File: src/rtl/fp_align_stage.sv
// rtl/fp_align_stage.sv - half-precision add/sub operand alignment front end
// Unpacks, orders by magnitude and registers operands for the barrel shifter.
module fp_align_stage #(
  parameter  int ExpWidth   = 5,
  parameter  int ManWidth   = 10,
  parameter  int MaxShift   = 11,
  localparam int SigWidth   = ManWidth + 1,
  localparam int ShiftWidth = $clog2(MaxShift + 1),
  localparam int OpWidth    = ExpWidth + ManWidth + 1
) (
  input  logic                  clk_i,
  input  logic                  rst_i,
  input  logic                  valid_i,
  output logic                  ready_o,
  input  logic [OpWidth-1:0]    op_a_i,
  input  logic [OpWidth-1:0]    op_b_i,
  input  logic                  sub_i,
  output logic                  valid_o,
  input  logic                  ready_i,
  output logic [SigWidth-1:0]   big_sig_o,
  output logic [SigWidth-1:0]   small_sig_o,
  output logic [ShiftWidth-1:0] shift_amount_o,
  output logic [ExpWidth-1:0]   exp_o,
  output logic                  sign_o,
  output logic                  eff_sub_o,
  output logic                  far_o,
  output logic                  special_o
);

  localparam logic [ExpWidth-1:0] MaxShiftExp = ExpWidth'(MaxShift);

  logic                  sign_a, sign_b;
  logic [ExpWidth-1:0]   exp_a, exp_b;
  logic [ExpWidth-1:0]   eexp_a, eexp_b;
  logic [SigWidth-1:0]   sig_a, sig_b;
  logic                  b_big;
  logic [ExpWidth-1:0]   diff;
  logic                  far;
  logic [ShiftWidth-1:0] shift;
  logic                  load;

  // Subnormals take the minimum normal exponent so they align without a special path.
  always_comb begin
    sign_a = op_a_i[OpWidth-1];
    sign_b = op_b_i[OpWidth-1] ^ sub_i;
    exp_a  = op_a_i[OpWidth-2 -: ExpWidth];
    exp_b  = op_b_i[OpWidth-2 -: ExpWidth];
    eexp_a = (exp_a == '0) ? ExpWidth'(1) : exp_a;
    eexp_b = (exp_b == '0) ? ExpWidth'(1) : exp_b;
    sig_a  = {exp_a != '0, op_a_i[ManWidth-1:0]};
    sig_b  = {exp_b != '0, op_b_i[ManWidth-1:0]};
    b_big  = (eexp_b > eexp_a) || ((eexp_b == eexp_a) && (sig_b > sig_a));
    diff   = b_big ? (eexp_b - eexp_a) : (eexp_a - eexp_b);
    far    = diff > MaxShiftExp;
    shift  = far ? ShiftWidth'(MaxShift) : ShiftWidth'(diff);
  end

  assign ready_o = !valid_o || ready_i;
  assign load    = valid_i && ready_o;

  always_ff @(posedge clk_i or posedge rst_i) begin
    if (rst_i) begin
      valid_o        <= 1'b0;
      big_sig_o      <= '0;
      small_sig_o    <= '0;
      shift_amount_o <= '0;
      exp_o          <= '0;
      sign_o         <= 1'b0;
      eff_sub_o      <= 1'b0;
      far_o          <= 1'b0;
      special_o      <= 1'b0;
    end else begin
      if (load) begin
        valid_o        <= 1'b1;
        big_sig_o      <= b_big ? sig_b : sig_a;
        small_sig_o    <= b_big ? sig_a : sig_b;
        shift_amount_o <= shift;
        exp_o          <= b_big ? eexp_b : eexp_a;
        sign_o         <= b_big ? sign_b : sign_a;
        eff_sub_o      <= sign_a ^ sign_b;
        far_o          <= far;
        special_o      <= (&exp_a) || (&exp_b);
      end else if (ready_i) begin
        valid_o <= 1'b0;
      end
    end
  end

endmodule

File: config.mk
export PLATFORM = sky130hd
export DESIGN_NAME = fp_align_stage
export DESIGN_NICKNAME = d
export VERILOG_FILES = /design/src/rtl/fp_align_stage.sv
export SDC_FILE = /design/constraint.sdc
export NUM_CORES = 1
export LEC_CHECK = 0
export ABC_AREA = 1
export BUFFER_PORTS_ARGS = -buffer_cell sky130_fd_sc_hd__clkbuf_2
export CORE_AREA = 5 5 87 73
export DETAILED_ROUTE_END_ITERATION = 10
export DIE_AREA = 0 0 92 78
export PLACE_DENSITY = 0.84
export SLEW_MARGIN = 20
export SYNTH_ARGS = -nofsm -noshare
export SYNTH_HDL_FRONTEND = slang
export SYNTH_SLANG_ARGS = --single-unit
File: constraint.sdc
create_clock -name clk_i -period 1.1 [get_ports clk_i]
set_input_delay 0.22 -clock clk_i [delete_from_list [all_inputs] [get_ports clk_i]]
set_output_delay 0.22 -clock clk_i [all_outputs]
set_load 0.005 [all_outputs]
# --- After elaboration in Yosys (flattened, before gate mapping) ---
# Index checks and enable logic that the tools add are counted.
op_classes:
  mux: 10
  bitwise_logic: 2
  n_reduce_logical: 13
  add_sub_neg: 2
  order_cmp: 3
  shifts: 0
  div_mod_pow: 0
  eq_ne: 1
  mul: 0
op_table:
  columns: ["operator", "n"]
  rows:
  - ["2-to-1 mux 11 bit", 2]
  - ["2-to-1 mux 5 bit", 4]
  - ["> comparator 11 bit", 1]
  - ["logical NOT 5 bit", 2]
  - ["AND reduction 5 bit", 2]
  - ["nonzero test 5 bit", 2]
  - ["subtractor 5 bit", 2]
  - ["equality test 5 bit", 1]
  - ["> comparator 5 x 4 -> 1 bit, second input constant", 1]
  - ["> comparator 5 bit", 1]
  - ["2-to-1 mux 4 bit", 1]
  - ["logical OR 1 bit", 3]
  - ["2-to-1 mux 1 bit", 3]
  - ["logical AND 1 bit", 2]
  - ["nonzero test 2 bit", 1]
  - ["bitwise XOR 1 bit", 2]
  - ["logical NOT 1 bit", 1]
totals:
  word_cells: 40
  ramBits: 0
  output_inout_bits: 37
  latch_bits: 0
  ff_bits: 36
  mem_count: 0
  in_bits: 37
  romBits: 0

# --- Depth between registers and ports, before layout ---
depth:
  depth_word: 8
  ltp_mapped: 17

# --- Least setup slack after synthesis ---
# OpenSTA, ideal clock, no wires.
synth_path:
  path_type: "in2reg"
  startpoint: "in op_b_i[10]"
  endpoint: "reg shift_amount_o[0]"
  path_slack_ns: -0.809
  setup_time_ns: 0.120
  path_buffers: 0
  t_arrival_ns: 1.789
  path_stages: 14
  path_cell_list: "nor2_1 > nand3_1 > nand2_1 > inv_1 > ha_1 > fa_1 > nor2_1 > a211oi_1 > xor2_1 > nand2_2 > nand2_2 > nand2_1 > nand2_2 > nand2_1"
synth_via:
  elab_chain_cells: 8
  elab_cells_between_ends: 13
  classes_between: "add/sub (2); order compare (3); eq/ne (1); mux (3); reduce/logical (4)"
synth_rtl:
  columns: ["element", "line_no", "source"]
  rows:
  - ["start, declared", "16", "input logic [OpWidth-1:0] op_b_i,"]
  - ["parallel branches: the longest is 5 deep, another holds > comparator 11 bit", null, null]
  - ["2-to-1 mux 5 bit *", "53", "diff = b_big ? (eexp_b - eexp_a) : (eexp_a - eexp_b);"]
  - ["> comparator 5 x 4 -> 1 bit", "54", "far = diff > MaxShiftExp;"]
  - ["2-to-1 mux 4 bit *", "55", "shift = far ? ShiftWidth'(MaxShift) : ShiftWidth'(diff);"]
  - ["end signal, assigned", "77", "shift_amount_o <= shift;"]
  - ["end, declared", "22", "output logic [ShiftWidth-1:0] shift_amount_o,"]
# Every way passes the cells marked *.
# A chain may end at the register's enable or synchronous reset.

# --- Worst setup path in the final report ---
layout_path:
  startpoint: "in op_b_i[14]"
  endpoint: "reg far_o"
layout_via:
  elab_chain_cells: 7
  elab_cells_between_ends: 12
  classes_between: "add/sub (2); order compare (3); eq/ne (1); mux (2); reduce/logical (4)"
layout_rtl:
  columns: ["element", "line_no", "source"]
  rows:
  - ["parallel branches: the longest is 5 deep, another holds > comparator 11 bit", null, null]
  - ["2-to-1 mux 5 bit *", "53", null]
  - ["> comparator 5 x 4 -> 1 bit *", "54", null]
  - ["end signal, assigned", "81", "far_o <= far;"]
  - ["end, declared", "26", "output logic far_o,"]
# Marked as above.

==> metrics.txt <==
num rows=24; skew final=around 8.8 ps; crit path launch=op_b_i[14]; data arrival time of the critical path=between 2000 and 2500 ps; crit path time final=between 1500 and 2000 ps; reg2reg end=shift_amount_o[0]$_DFFE_PP0P_; Post-DRT Antenna Nets=0; CTS Root Buffer Type=clkbuf_8; leading cell types in the layout, fill and taps excluded=clkbuf_2, nand2_1, buf_4, o21ai_1, dfrtp_1; initial antenna violation count=0; Top-Level Pins=74; Critical Path RT=approximately 1300 ps; outcome=complete, but fails checks; Worst-Skew Late Latency=approximately 300 ps; Final Max Slew Viols=0; Sw Share=0.352; dpl ws=-1010 ps; Util after Layout=0.719; Post-layout nets=~510; diode count=0; HPWL Detailed=between 5000 and 6000 um; Comb pwr share=0.409; internal power=2990 uW; Slew headroom=0.808; Max VDD drop=0.977 mV; Critical Path Fanout Max=4; r2r startpoint=valid_o$_DFFE_PP0P_; Final WS setup=-683 ps; vias after detailed routing=between 2k and 3k; fmax=between 500 and 600 MHz; commonest non-fill, non-tap cell in the layout=clkbuf_2; 1st-iter DRT viols=between 150 and 200; effective utilization at floorplan=0.455; largest net degree at the start of global routing=38; worst-margin pin slew=about 290 ps; crit share post-route=1.62; vias in the first global route=2596; failing checks=negative setup slack; setup_tns=-20600 ps; Syn Nets=about 390; Reg power frac=0.376; Final Cell Area=between 3000 and 4000 um2; Pwr Total=4610 uW; Critical Path Start Type=primary input; Worst Min Path Start=op_a_i[15]; Worst setup EP type=register; global-route congestion overflow total=0; EDFF count, synth=0; Residual DRC=0; area grow syn2layout=58.2%; area post-placement=about 3300 um2; CTS HTree Levels=2; Worst Hold Class=in -> reg; Syn Inst Count=330; Worst Setup EP=far_o$_DFFE_PP0P_; Net Switching=about 1600 uW; clk sinks=36; core area=about 5300 um2; die area=7180 um2; power per cell area=1200 nW/um2; maxcap violations=0; Clock transition at path regs=60 ps; predominant post-synthesis flop cell=dfrtp_1; Reg2Reg Depth=6; Finish-stage setup viols=36; Post-synth ARST share=1.00; layout cells sized above 1=0.468; Die Wd=slightly above 90 um; LEAKAGE=approximately 0.0020 uW; chip height=a little under 80 um; synthesized area=between 2000 and 2500 um2; Buffers on Ports=73; register area share after synthesis=0.371; Final Hold Fails=0; DR WL/cell=14.8 um; RSZ-0062 raised after global routing=true; #FFs+latches synth=36; gr usage total=0.205; drt first pass iters=4; first-pass GRT wire length=11900 um; drt total wl=7710 um; Clock Path Buffers=2; routability congestion estimate=between 0.9 and 1; reg-to-reg setup timing slack=-110 ps; Cell variety after synth=31; kind of critical path=in -> reg; Avg Cell Area, Syn=7.36 um2; via/cell ratio=5.07; Synth warnings=0; Clk pwr share=0.215; CTS tree=done; Num CTS Buffers=5
==> logic make-up after synthesis <==
| logic type | share of synthesized area |
|---|---|
| simple gates | 0.237 |
| xor+xnor | 0.0252 |
| compound gates | 0.156 |
| fa+ha+maj | 0.114 |
| buf+inv | 0.0963 |
| flops | 0.371 |
==> repair_timing <==
action / CTS / global route
cloned: 0 / 1
resized for setup: 26 / 67
hold buffers: 1 / 0
buffers inserted: 4 / 6
pin swaps: 17 / 27
hold endpoints to repair: 36 / 0
setup endpoints to repair: 36 / 37
==> metrics by stage <==
stage / hold slack, ps / std cells
6_report: 183 / 522
5_1_grt: 171 / 522
4_1_cts: 171 / 515
3_5_place_dp: 272 / 502
3_3_place_gp: 261 / 502
2_1_floorplan: 344 / 330
==> Yosys cell counts (2+ instances only) <==
library cell | instances | area, um2
inv_2 | 2 | 7.51
a21oi_1 | 8 | 40.0
clkbuf_1 | 11 | 41.3
nor3_1 | 2 | 10.0
fa_1 | 2 | 40.0
ha_1 | 19 | 238
dfrtp_1 | 36 | 901
o21ai_0 | 41 | 205
nand2_2 | 6 | 37.5
xnor2_1 | 3 | 26.3
o21a_1 | 2 | 15.0
buf_2 | 3 | 15.0
buf_6 | 3 | 33.8
inv_1 | 32 | 120
a31oi_1 | 3 | 18.8
nor2_1 | 41 | 154
o21ai_1 | 17 | 85.1
nand2_1 | 73 | 274
nand3_1 | 11 | 55.1
xor2_1 | 4 | 35.0
==> per-layer routing <==
layer | vias up | track usage | share of wire
met5 | - | 0 | 0
met4 | 0 | 0.0534 | 0.010
met3 | 10 | 0.0445 | 0.053
met2 | 77 | 0.356 | 0.51
met1 | 1246 | 0.261 | 0.42
li1 | 1311 | - | -
==> registers in the layout, indices dropped and copies added (netlist names) <==
signal	count
shift_amount_o	4
sign_o	1
big_sig_o	11
valid_o	1
exp_o	5
small_sig_o	11
far_o	1
special_o	1
eff_sub_o	1
==> power by group through the flow <==
stage | combinational, uW | clock (uW) | sequential, uW
3_3_place_gp | 1540 | 0 | 1730
5_1_grt | 2080 | 1070 | 1770
3_5_place_dp | 1590 | 0 | 1750
2_1_floorplan | 851 | 0 | 1750
6_report | 1890 | 992 | 1730
4_1_cts | 1690 | 1020 | 1730
==> critical path: stages <==
cell and delay, ps:
buf_8 100, nor2_4 120, nand3_4 100, ha_4 300
nand2_4 60, nor2_4 130, and2_4 160, nand2_2 50
nand3_2 70, nand2_2 80, nand2_4 110, buf_6 130
nand2_4 50, nand2_4 60, nand3_2 80, nand2_2 70
nand2_2 50, nand2_1 60
==> cell type report <==
cell class                      instances  area (um2)
Timing Repair Buffer                  138        1010
Clock buffer                            8        90.1
Sequential cell                        36         901
Inverter                               35         159
Multi-Input combinational cell        240        1600
Fill cell                             404        1500
Tap cell                               65        81.3
==> how the worst min path moves through the flow <==
| stage | endpoint | slack, ps | cells past startpoint |
|---|---|---|---|
| finish | sign_o$_DFFE_PP0P_ | 180 | 3 |
| global route | sign_o$_DFFE_PP0P_ | 170 | 3 |
| floorplan | sign_o$_DFFE_PP0P_ | 340 | 2 |
| CTS | sign_o$_DFFE_PP0P_ | 170 | 3 |
| global placement | big_sig_o[6]$_DFFE_PP0P_ | 260 | 3 |
| detailed placement | small_sig_o[5]$_DFFE_PP0P_ | 270 | 3 |
(Power assumes the default switching activity.)
